File: src/rtl/cmos_pkg.sv
// Shared FSM type, default geometry and counter helpers for the DVP capture front end.
package cmos_pkg;

    localparam int unsigned DefHPixels    = 640;
    localparam int unsigned DefVLines     = 480;
    localparam int unsigned DefSkipFrames = 10;
    localparam int unsigned CntW          = 11;

    localparam logic [CntW-1:0] CntMax = '1;

    typedef enum logic [2:0] {
        StIdle,
        StWaitVs,
        StSkip,
        StCapture,
        StFrameEnd
    } cap_state_e;

    function automatic logic [CntW-1:0] sat_inc(input logic [CntW-1:0] v);
        return (v == CntMax) ? v : v + 1'b1;
    endfunction

endpackage

File: src/rtl/cam_in_sync.sv
// Two-flop synchronizer for one asynchronous camera line, with registered rise/fall pulses.
module cam_in_sync (
    input  logic clk_i,
    input  logic rst_i,
    input  logic async_i,
    output logic level_o,
    output logic rise_o,
    output logic fall_o
);

    logic sync1_q, sync2_q, hist_q, rise_q, fall_q;

    always_ff @(posedge clk_i) begin
        if (rst_i) begin
            sync1_q <= 1'b0;
            sync2_q <= 1'b0;
            hist_q  <= 1'b0;
            rise_q  <= 1'b0;
            fall_q  <= 1'b0;
        end else begin
            sync1_q <= async_i;
            sync2_q <= sync1_q;
            hist_q  <= sync2_q;
            rise_q  <= sync2_q & ~hist_q;
            fall_q  <= ~sync2_q & hist_q;
        end
    end

    // The history register lines up with the edge pulses, so it serves as the level.
    assign level_o = hist_q;
    assign rise_o  = rise_q;
    assign fall_o  = fall_q;

endmodule

File: src/rtl/cmos_capture.sv
// DVP camera capture: pairs synchronized camera bytes into RGB565 words for the write FIFO,
// skipping settling frames and flagging overflow and line/frame length errors.
module cmos_capture
    import cmos_pkg::*;
#(
    parameter int unsigned H_PIXELS    = DefHPixels,
    parameter int unsigned V_LINES     = DefVLines,
    parameter int unsigned SKIP_FRAMES = DefSkipFrames
) (
    input  logic        clk_100M_i,
    input  logic        rst_100i,
    input  logic        cap_en_i,
    input  logic        cam_pclk_i,
    input  logic        cam_vsync_i,
    input  logic        cam_href_i,
    input  logic [7:0]  cam_data_i,
    input  logic        fifo_full_i,
    output logic [15:0] pix_data_o,
    output logic        pix_wr_o,
    output logic        frame_start_o,
    output logic        frame_done_o,
    output logic [7:0]  frame_cnt_o,
    output logic        overflow_o,
    output logic        len_err_o
);

    localparam logic [CntW-1:0] HPix  = CntW'(H_PIXELS);
    localparam logic [CntW-1:0] VLin  = CntW'(V_LINES);
    localparam logic [CntW-1:0] SkipN = CntW'(SKIP_FRAMES);

    logic pc_level, pc_rise, pc_fall;
    logic hr_level, hr_rise, hr_fall;
    logic vs_level, vs_rise, vs_fall;

    cam_in_sync u_sync_pclk (
        .clk_i   (clk_100M_i),
        .rst_i   (rst_100i),
        .async_i (cam_pclk_i),
        .level_o (pc_level),
        .rise_o  (pc_rise),
        .fall_o  (pc_fall)
    );

    cam_in_sync u_sync_href (
        .clk_i   (clk_100M_i),
        .rst_i   (rst_100i),
        .async_i (cam_href_i),
        .level_o (hr_level),
        .rise_o  (hr_rise),
        .fall_o  (hr_fall)
    );

    cam_in_sync u_sync_vsync (
        .clk_i   (clk_100M_i),
        .rst_i   (rst_100i),
        .async_i (cam_vsync_i),
        .level_o (vs_level),
        .rise_o  (vs_rise),
        .fall_o  (vs_fall)
    );

    logic unused_sync;
    assign unused_sync = pc_level ^ pc_fall ^ vs_level;

    // Data takes the same three-register path as the control edges.
    logic [7:0] data_s1_q, data_s2_q, data_q;

    cap_state_e      state_q, state_d;
    logic [CntW-1:0] skip_cnt_q, skip_cnt_d;
    logic [CntW-1:0] pix_cnt_q, pix_cnt_d;
    logic [CntW-1:0] line_cnt_q, line_cnt_d;
    logic            phase_q, phase_d;
    logic [7:0]      hi_byte_q, hi_byte_d;
    logic [15:0]     pix_data_q, pix_data_d;
    logic            pix_wr_q, pix_wr_d;
    logic            frame_start_q, frame_start_d;
    logic            frame_done_q, frame_done_d;
    logic [7:0]      frame_cnt_q, frame_cnt_d;
    logic            overflow_q, overflow_d;
    logic            len_err_q, len_err_d;

    always_comb begin
        state_d       = state_q;
        skip_cnt_d    = skip_cnt_q;
        pix_cnt_d     = pix_cnt_q;
        line_cnt_d    = line_cnt_q;
        phase_d       = phase_q;
        hi_byte_d     = hi_byte_q;
        pix_data_d    = pix_data_q;
        pix_wr_d      = 1'b0;
        frame_start_d = 1'b0;
        frame_done_d  = 1'b0;
        frame_cnt_d   = frame_cnt_q;
        overflow_d    = overflow_q;
        len_err_d     = len_err_q;

        unique case (state_q)
            StIdle: begin
                skip_cnt_d = '0;
                pix_cnt_d  = '0;
                line_cnt_d = '0;
                phase_d    = 1'b0;
                overflow_d = 1'b0;
                len_err_d  = 1'b0;
                if (cap_en_i) begin
                    state_d = StWaitVs;
                end
            end

            StWaitVs: begin
                if (!cap_en_i) begin
                    state_d = StIdle;
                end else if (vs_fall) begin
                    if (skip_cnt_q < SkipN) begin
                        skip_cnt_d = skip_cnt_q + 1'b1;
                        state_d    = StSkip;
                    end else begin
                        frame_start_d = 1'b1;
                        pix_cnt_d     = '0;
                        line_cnt_d    = '0;
                        phase_d       = 1'b0;
                        state_d       = StCapture;
                    end
                end
            end

            StSkip: begin
                if (!cap_en_i) begin
                    state_d = StIdle;
                end else if (vs_rise) begin
                    state_d = StWaitVs;
                end
            end

            StCapture: begin
                // An HREF edge wins over a coincident PCLK edge.
                if (hr_rise) begin
                    phase_d = 1'b0;
                    if (pc_rise) begin
                        hi_byte_d = data_q;
                        phase_d   = 1'b1;
                    end
                end else if (hr_fall) begin
                    if (phase_q || (pix_cnt_q != HPix)) begin
                        len_err_d = 1'b1;
                    end
                    pix_cnt_d  = '0;
                    line_cnt_d = sat_inc(line_cnt_q);
                end else if (pc_rise && hr_level) begin
                    if (!phase_q) begin
                        hi_byte_d = data_q;
                        phase_d   = 1'b1;
                    end else begin
                        phase_d   = 1'b0;
                        pix_cnt_d = sat_inc(pix_cnt_q);
                        if ((pix_cnt_q < HPix) && (line_cnt_q < VLin)) begin
                            if (!fifo_full_i) begin
                                pix_wr_d   = 1'b1;
                                pix_data_d = {hi_byte_q, data_q};
                            end else begin
                                overflow_d = 1'b1;
                            end
                        end
                    end
                end
                if (vs_rise) begin
                    state_d = StFrameEnd;
                end
            end

            StFrameEnd: begin
                frame_done_d = 1'b1;
                frame_cnt_d  = frame_cnt_q + 8'd1;
                if (line_cnt_q != VLin) begin
                    len_err_d = 1'b1;
                end
                line_cnt_d = '0;
                pix_cnt_d  = '0;
                state_d    = cap_en_i ? StWaitVs : StIdle;
            end

            default: state_d = StIdle;
        endcase
    end

    always_ff @(posedge clk_100M_i) begin
        if (rst_100i) begin
            data_s1_q     <= '0;
            data_s2_q     <= '0;
            data_q        <= '0;
            state_q       <= StIdle;
            skip_cnt_q    <= '0;
            pix_cnt_q     <= '0;
            line_cnt_q    <= '0;
            phase_q       <= 1'b0;
            hi_byte_q     <= '0;
            pix_data_q    <= '0;
            pix_wr_q      <= 1'b0;
            frame_start_q <= 1'b0;
            frame_done_q  <= 1'b0;
            frame_cnt_q   <= '0;
            overflow_q    <= 1'b0;
            len_err_q     <= 1'b0;
        end else begin
            data_s1_q     <= cam_data_i;
            data_s2_q     <= data_s1_q;
            data_q        <= data_s2_q;
            state_q       <= state_d;
            skip_cnt_q    <= skip_cnt_d;
            pix_cnt_q     <= pix_cnt_d;
            line_cnt_q    <= line_cnt_d;
            phase_q       <= phase_d;
            hi_byte_q     <= hi_byte_d;
            pix_data_q    <= pix_data_d;
            pix_wr_q      <= pix_wr_d;
            frame_start_q <= frame_start_d;
            frame_done_q  <= frame_done_d;
            frame_cnt_q   <= frame_cnt_d;
            overflow_q    <= overflow_d;
            len_err_q     <= len_err_d;
        end
    end

    assign pix_data_o    = pix_data_q;
    assign pix_wr_o      = pix_wr_q;
    assign frame_start_o = frame_start_q;
    assign frame_done_o  = frame_done_q;
    assign frame_cnt_o   = frame_cnt_q;
    assign overflow_o    = overflow_q;
    assign len_err_o     = len_err_q;

endmodule

File: config.mk
export PLATFORM = sky130hd
export DESIGN_NAME = cmos_capture
export DESIGN_NICKNAME = d
export VERILOG_FILES = /design/src/rtl/cmos_pkg.sv /design/src/rtl/cam_in_sync.sv /design/src/rtl/cmos_capture.sv
export SDC_FILE = /design/constraint.sdc
export NUM_CORES = 1
export LEC_CHECK = 0
export ABC_AREA = 1
export CORE_MARGIN = 4
export CORE_UTILIZATION = 61
export DETAILED_ROUTE_END_ITERATION = 12
export PLACE_DENSITY = 0.84
export REMOVE_ABC_BUFFERS = 1
export SETUP_SLACK_MARGIN = 0.5
export SYNTH_ARGS = -nofsm -noshare
export SYNTH_HDL_FRONTEND = slang
export SYNTH_SLANG_ARGS = --single-unit
File: constraint.sdc
create_clock -name clk_100M_i -period 2.5 [get_ports clk_100M_i]
set_input_delay 0.625 -clock clk_100M_i [delete_from_list [all_inputs] [get_ports clk_100M_i]]
set_output_delay 0.625 -clock clk_100M_i [all_outputs]
set_load 0.02 [all_outputs]
==> metrics, run 1 <==
crit path kind=reg2out; count leader, synth=nor2_1; # rows=31; HP Class=reg2reg; full die area=0.009138 mm2; Multi-input gate area=0.002021 mm2; DP Worst Slack=0.3189 ns; worst hold slack=0.3954 ns; initial antenna violation count=0; Initial Util=63.51%; final wirelength=9643 um; H-tree depth=3; CTS Hold Bufs=0; CTS root buffer=clkbuf_8; source of the worst hold timing path=u_sync_pclk.level_o$_SDFF_PP0_; PD cells=639.1 mW/mm2; drt wl/cell=12.35 um; worst slew pin tran=0.4132 ns; post-CTS setup repair buffer count=0; Core Footprint=0.007370 mm2; fin crit period=1.949 ns; final hold viol count=0; area delta synth->final=15.29%; Synth warnings=0; fin nets=698; Leak=2.490 nW; status=completed; Tcrit/Tclk final=77.96%; top post-synthesis cells by area=dfxtp_1 (48%), nor2_1 (11%), nand2_1 (8.0%); CTS tree=done; Final HPWL DP=6737 um; DR iter-0 viols=334; Placer Congestion=0.9072; CP Launch Type=flip-flop; CP Capture Point=pix_data_o[7]; R2R Path End=line_cnt_q[2]$_SDFFE_PP0P_; worst path cell trace=clkdlybuf4s50_1; critical path launch point=pix_data_o[7]$_SDFFE_PP0P_; Reg2Reg Setup Slack=0.70 ns; arrival time worst endpoint=1.32 ns; sequential-to-total area share from yosys stat=47.90%; layout cell share with drive strength beyond 1=8.065%; GRT overflow=0; delay-heaviest family, CP=buffers and inverters; Max Clock Skew=0.01800 ns; Fill cells=595; total design power=3.449 mW; number of synthesized register bits=112; largest net degree at the start of global routing=39; RSZ-0062 raised after global routing=no; vias per cell=5.230; CTS Buf Count=9; worst rel slew slack=72.45%; drc violations=0; Worst path slowest cell=clkdlybuf4s50_1; reg2reg start=state_q[0]$_SDFFE_PP0P_; Mapped Area=0.004681 mm2; Max Slew Vio Count=0; Synth top cells by count=nor2_1 (133), dfxtp_1 (112), nand2_1 (100); nature of the critical path endpoint=output port; slowest stage delay, CP=0.60 ns; Required @ worst endpoint=1.88 ns; Synth area leader=dfxtp_1; Main synth FF type=dfxtp_1; width of the die=95.60 um; # diodes=0; ys async rst share=0%; critical path peak fanout=2; Gate Count Post-Synth=635; drt first pass iters=5; Critical Path Stages=1; post-route setup slack=0.5509 ns; clk sinks=112; post-route antenna net violation count=0; Die H=95.60 um; area share of the largest cell type after synthesis=47.90%; fmax=513.1 MHz; post-synthesis cell type count=39; peak supply drop=0.3700 mV; CTS Buffer Depth=2; Via Count=4085; Worst-Skew Late Latency=0.38 ns; Reg2Reg Depth=7; port bufs=43; vias in the first global route=3835; sequential cell area=0.002243 mm2; clk slew on worst S/H paths=0.11 ns; Max Cap Violations=0; worst path bufs/invs=1; Setup Viol. Count Final=0; Post-synth EDFFs=0; global-route wire length before repair=16240 um; total track usage=22.34%; total negative slack=0 ns; # IOs=44; Mapped Avg Cell Area=7.371 um2
==> cell usage in the layout, fill, tap and decap left out, types with 11 or more instances in the layout <==
| cell | count |
|---|---|
| nor2_2 | 12 |
| inv_1 | 77 |
| nand4_1 | 11 |
| nor3_1 | 15 |
| o21ai_0 | 30 |
| dfxtp_1 | 111 |
| nand3_1 | 36 |
| dlymetal6s2s_1 | 13 |
| nor2_1 | 133 |
| clkdlybuf4s50_1 | 19 |
| nand2_1 | 100 |
| a21oi_1 | 33 |
==> cell families after synthesis <==
logic type,count (synthesis),share of synthesized area (%)
buffers and inverters,101,9.035
adder cells (fa/ha/maj),6,1.604
XOR/XNOR,9,1.684
AND/OR/NAND/NOR,328,30.85
flip-flops,112,47.90
AO/OA/AOI/OAI,79,8.928
==> per-layer routing <==
metal  track usage, %  wire length [um]
met2            37.81              4695
met3            5.288               442
met5                0                 0
met4            8.768               136
met1            27.34              4369
==> registers in the layout, indices dropped and copies added (netlist names), 3 cells and up <==
name and flops:
data_s2_q 8, state_q 3, pix_data_o 16, hi_byte_q 8, line_cnt_q 11, skip_cnt_q 11
data_s1_q 8, frame_cnt_o 8, data_q 8, pix_cnt_q 11
==> per-stage QoR <==
| stage | utilization (%) | instances | cell area, um2 |
|---|---|---|---|
| after floorplan | - | 614 | 4563 |
| after detailed placement | 70.29 | 765 | 5180 |
| final | 73.23 | 781 | 5396 |
| after global placement | 70.29 | 765 | 5180 |
| after global routing | 73.23 | 781 | 5396 |
| after CTS | 72.70 | 781 | 5358 |
==> final cells by class <==
| type | instances | area share, % |
|---|---|---|
| flip-flops and latches | 112 | 41.57 |
| multi-input cells | 422 | 37.44 |
| repair buffers | 52 | 9.506 |
| inverters | 80 | 5.657 |
| clock buffers | 10 | 2.365 |
| well taps | 99 | 2.295 |
| clock inverters | 6 | 1.159 |
==> worst min path at each step <==
stage                                                to  slack [ns]  cells after the start
final                     u_sync_pclk.rise_o$_SDFF_PP0_        0.40                      1
after detailed placement  u_sync_pclk.rise_o$_SDFF_PP0_        0.38                      1
after floorplan           u_sync_pclk.rise_o$_SDFF_PP0_        0.37                      1
after global placement    u_sync_pclk.rise_o$_SDFF_PP0_        0.38                      1
after CTS                 u_sync_pclk.rise_o$_SDFF_PP0_        0.40                      1
after global routing      u_sync_pclk.rise_o$_SDFF_PP0_        0.41                      1
==> what timing repair did <==
action	4_1_cts	5_1_grt
gates resized for setup	10	16
pin swaps	0	0
endpoints found under the setup margin	10	26
==> report_power, final <==
part	switching (mW)	internal, mW	total [mW]
registers	0.0487	1.84	1.89
logic	0.359	0.191	0.550
clock network	0.622	0.387	1.01
No activity file was read; power rests on OpenSTA's default activity.
==> run 2, diff against run 1 <==
--- a/config.mk
+++ b/config.mk
@@ -7,9 +7,9 @@
 export LEC_CHECK = 0
 export ABC_AREA = 1
 export CORE_MARGIN = 4
-export CORE_UTILIZATION = 61
+export CORE_UTILIZATION = 51
 export DETAILED_ROUTE_END_ITERATION = 12
-export PLACE_DENSITY = 0.84
+export PLACE_DENSITY = 0.75
 export REMOVE_ABC_BUFFERS = 1
 export SETUP_SLACK_MARGIN = 0.5
 export SYNTH_ARGS = -nofsm -noshare
==> constraint.sdc (replaced) <==
create_clock -name clk_100M_i -period 1.6 [get_ports clk_100M_i]
set_input_delay 0.4 -clock clk_100M_i [delete_from_list [all_inputs] [get_ports clk_100M_i]]
set_output_delay 0.4 -clock clk_100M_i [all_outputs]
set_load 0.02 [all_outputs]
==> metrics, run 2 (synthesis results as in run 1) <==
CTS tree=done; worst path cell trace=buf_6 -> nor2_8 -> inv_4 -> or2_4 -> nand2_4 -> nand2_1 -> a21oi_1; sequential cell area=0.002333 mm2 (+4.0%); peak supply drop=0.5216 mV (+41%); port bufs=43 (unchanged); worst path bufs/invs=2 (+1); arrival time worst endpoint=1.86 ns (+0.54 ns); initial antenna violation count=0 (unchanged); clk slew on worst S/H paths=0.11 ns (about the same); worst rel slew slack=63.67% (-8.8 points); fin crit period=1.557 ns; CTS root buffer=clkbuf_8; Final Util=77.11% (+3.9 points); final hold viol count=0 (unchanged); critical path peak fanout=7 (+5); CTS Buffer Depth=2 (unchanged); Fill cells=541 (-9.1%); Clock power frac=27.8% (-1.5 points); post-route setup slack=0.04315 ns (-0.5077 ns); clk sinks=112 (unchanged); fin nets=775 (+11%); Setup Viol. Count Final=0 (unchanged); layout cell share with drive strength beyond 1=43.48% (+35 points); width of the die=103.8 um (+8.6%); Worst-Skew Late Latency=0.40 ns (+0.02 ns); Comb pwr share=24.4% (+8.4 points); Required @ worst endpoint=1.90 ns (+0.02 ns); commonest cells after routing, fill and taps aside=nor2_1 (115), nand2_1 (72), inv_1 (68); global-route wire length before repair=18830 um (+16%); share of power burned in registers=47.8% (-7.0 points); Via Count=4553 (+11%); drt wl/cell=15.00 um (+21%); drc violations=0 (unchanged); largest net degree at the start of global routing=48 (+23%); Max Slew Vio Count=0 (unchanged); DP Worst Slack=-0.3344 ns (-0.6533 ns); fmax=642.3 MHz; final wirelength=13010 um (+35%); Switch Pwr=2.030 mW (+97%); crit path kind=reg2reg; Multi-input gate area=0.002585 mm2 (+28%); Core Footprint=0.008806 mm2 (+19%); # IOs=44 (unchanged); slowest stage delay, CP=0.38 ns (-0.22 ns); Placer Congestion=0.8971 (-1.1%); most common cell after layout, fill and taps aside=nor2_1; # rows=34 (+9.7%); CTS Buf Count=9 (unchanged); CP Launch Type=flip-flop; Final HPWL DP=6900 um (+2.4%); total track usage=20.69% (-1.7 points); area delta synth->final=45.07%; nature of the critical path endpoint=flip-flop; HP Class=in2reg; post-route antenna net violation count=0 (unchanged); total design power=6.179 mW (+79%); vias in the first global route=4068 (+6.1%); Leak=2.858 nW (+15%); GRT overflow=0 (unchanged); H-tree depth=3 (unchanged); vias per cell=5.251 (+0.40%); Max Cap Violations=0 (unchanged); Worst path slowest cell=dfxtp_4; status=completed; number of flip-flops in the largest register=16 (unchanged); # diodes=0 (unchanged); cell internal pwr=4.149 mW (+72%); Die H=103.8 um (+8.6%); DR iter-0 viols=324 (-3.0%); worst slew pin tran=0.5449 ns (+0.1316 ns); full die area=0.01077 mm2 (+18%); PD cells=910.0 mW/mm2 (+42%); Initial Util=53.15% (-10 points); delay-heaviest family, CP=simple AND/OR/NAND/NOR gates; Inst Count DP=798 (+4.3%); Finished Layout Cells=867 (+11%); drt first pass iters=5 (unchanged); Sw Ratio=32.85% (+3.0 points); RSZ-0062 raised after global routing=yes; Tcrit/Tclk final=97.30%; Max Clock Skew=0.02229 ns (+0.004289 ns)
==> run 2: cell types whose count changed in the layout (fill, tap and decap cells not counted), sizes merged <==
cell	previous run	this run
inv	82	84
nand2	106	108
buf	10	114
clkdlybuf4s50	19	12
clkinv	4	2
dlymetal6s2s	13	0
dlygate4sd2	10	1
==> run 2: worst paths after layout <==
| kind | startpoint | to | slack [ns] | depth (start not counted) |
|---|---|---|---|---|
| max | state_q[2]$_SDFFE_PP0P_ | line_cnt_q[5]$_SDFFE_PP0P_ | 0.04 | 7 |
| min reg2reg | data_s2_q[6]$_SDFF_PP0_ | data_q[6]$_SDFF_PP0_ | 0.39 | 2 |
| min | rst_100i | state_q[2]$_SDFFE_PP0P_ | 0.26 | 2 |
| max reg2reg | state_q[2]$_SDFFE_PP0P_ | line_cnt_q[5]$_SDFFE_PP0P_ | 0.04 | 7 |
==> run 2: per-stage QoR <==
stage	cell area [um2]	TNS, ns	hold slack [ns]
2_1_floorplan	4563	-1.608	0.3728
3_3_place_gp	5384	-9.681	0.3782
3_5_place_dp	5384	-10.84	0.3888
4_1_cts	6231	0	0.2601
5_1_grt	6790	-0.1513	0.2629
6_report	6790	0	0.2631
==> run 2: power by group through the flow <==
stage               combinational [mW]  sequential, mW  clock [mW]
floorplan                        0.539            3.00           0
global placement                 0.919            3.00           0
detailed placement               0.936            3.00           0
CTS                               1.31            2.95        1.73
global route                      1.60            2.97        1.86
finish                            1.51            2.95        1.71
==> run 2: worst reg2reg max path: stages (launching register included) <==
cell     delay (ns)
dfxtp_4        0.38
buf_6          0.13
nor2_8         0.19
inv_4          0.09
or2_4          0.32
nand2_4        0.13
nand2_1        0.09
a21oi_1        0.15
==> run 2: per-layer routing <==
| layer | part of all wire (%) | vias to the layer above | GRT usage (%) | routed length, um |
|---|---|---|---|---|
| li1 | - | 2239 | - | - |
| met1 | 42 | 2136 | 26.60 | 5422 |
| met2 | 51 | 155 | 35.05 | 6619 |
| met3 | 5.6 | 23 | 4.291 | 729 |
| met4 | 1.8 | 0 | 6.078 | 233 |
| met5 | 0 | - | 0 | 0 |
==> run 2: what timing repair did <==
action                     4_1_cts  5_1_grt
cloned                           4        1
gates resized for setup        315      129
buffers inserted                23       25
hold buffers                     0        0
setup endpoints to repair      101      102
pin swaps                       42       49
hold endpoints to repair         0        0
==> run 2: layout make-up <==
cell class / count / area share, %
Clock buffer: 10 / 2.027
Clock inverter: 6 / 0.9950
Inverter: 80 / 4.754
Multi-Input combinational cell: 424 / 38.07
Sequential cell: 112 / 34.37
Tap cell: 108 / 1.990
Timing Repair Buffer: 127 / 17.80
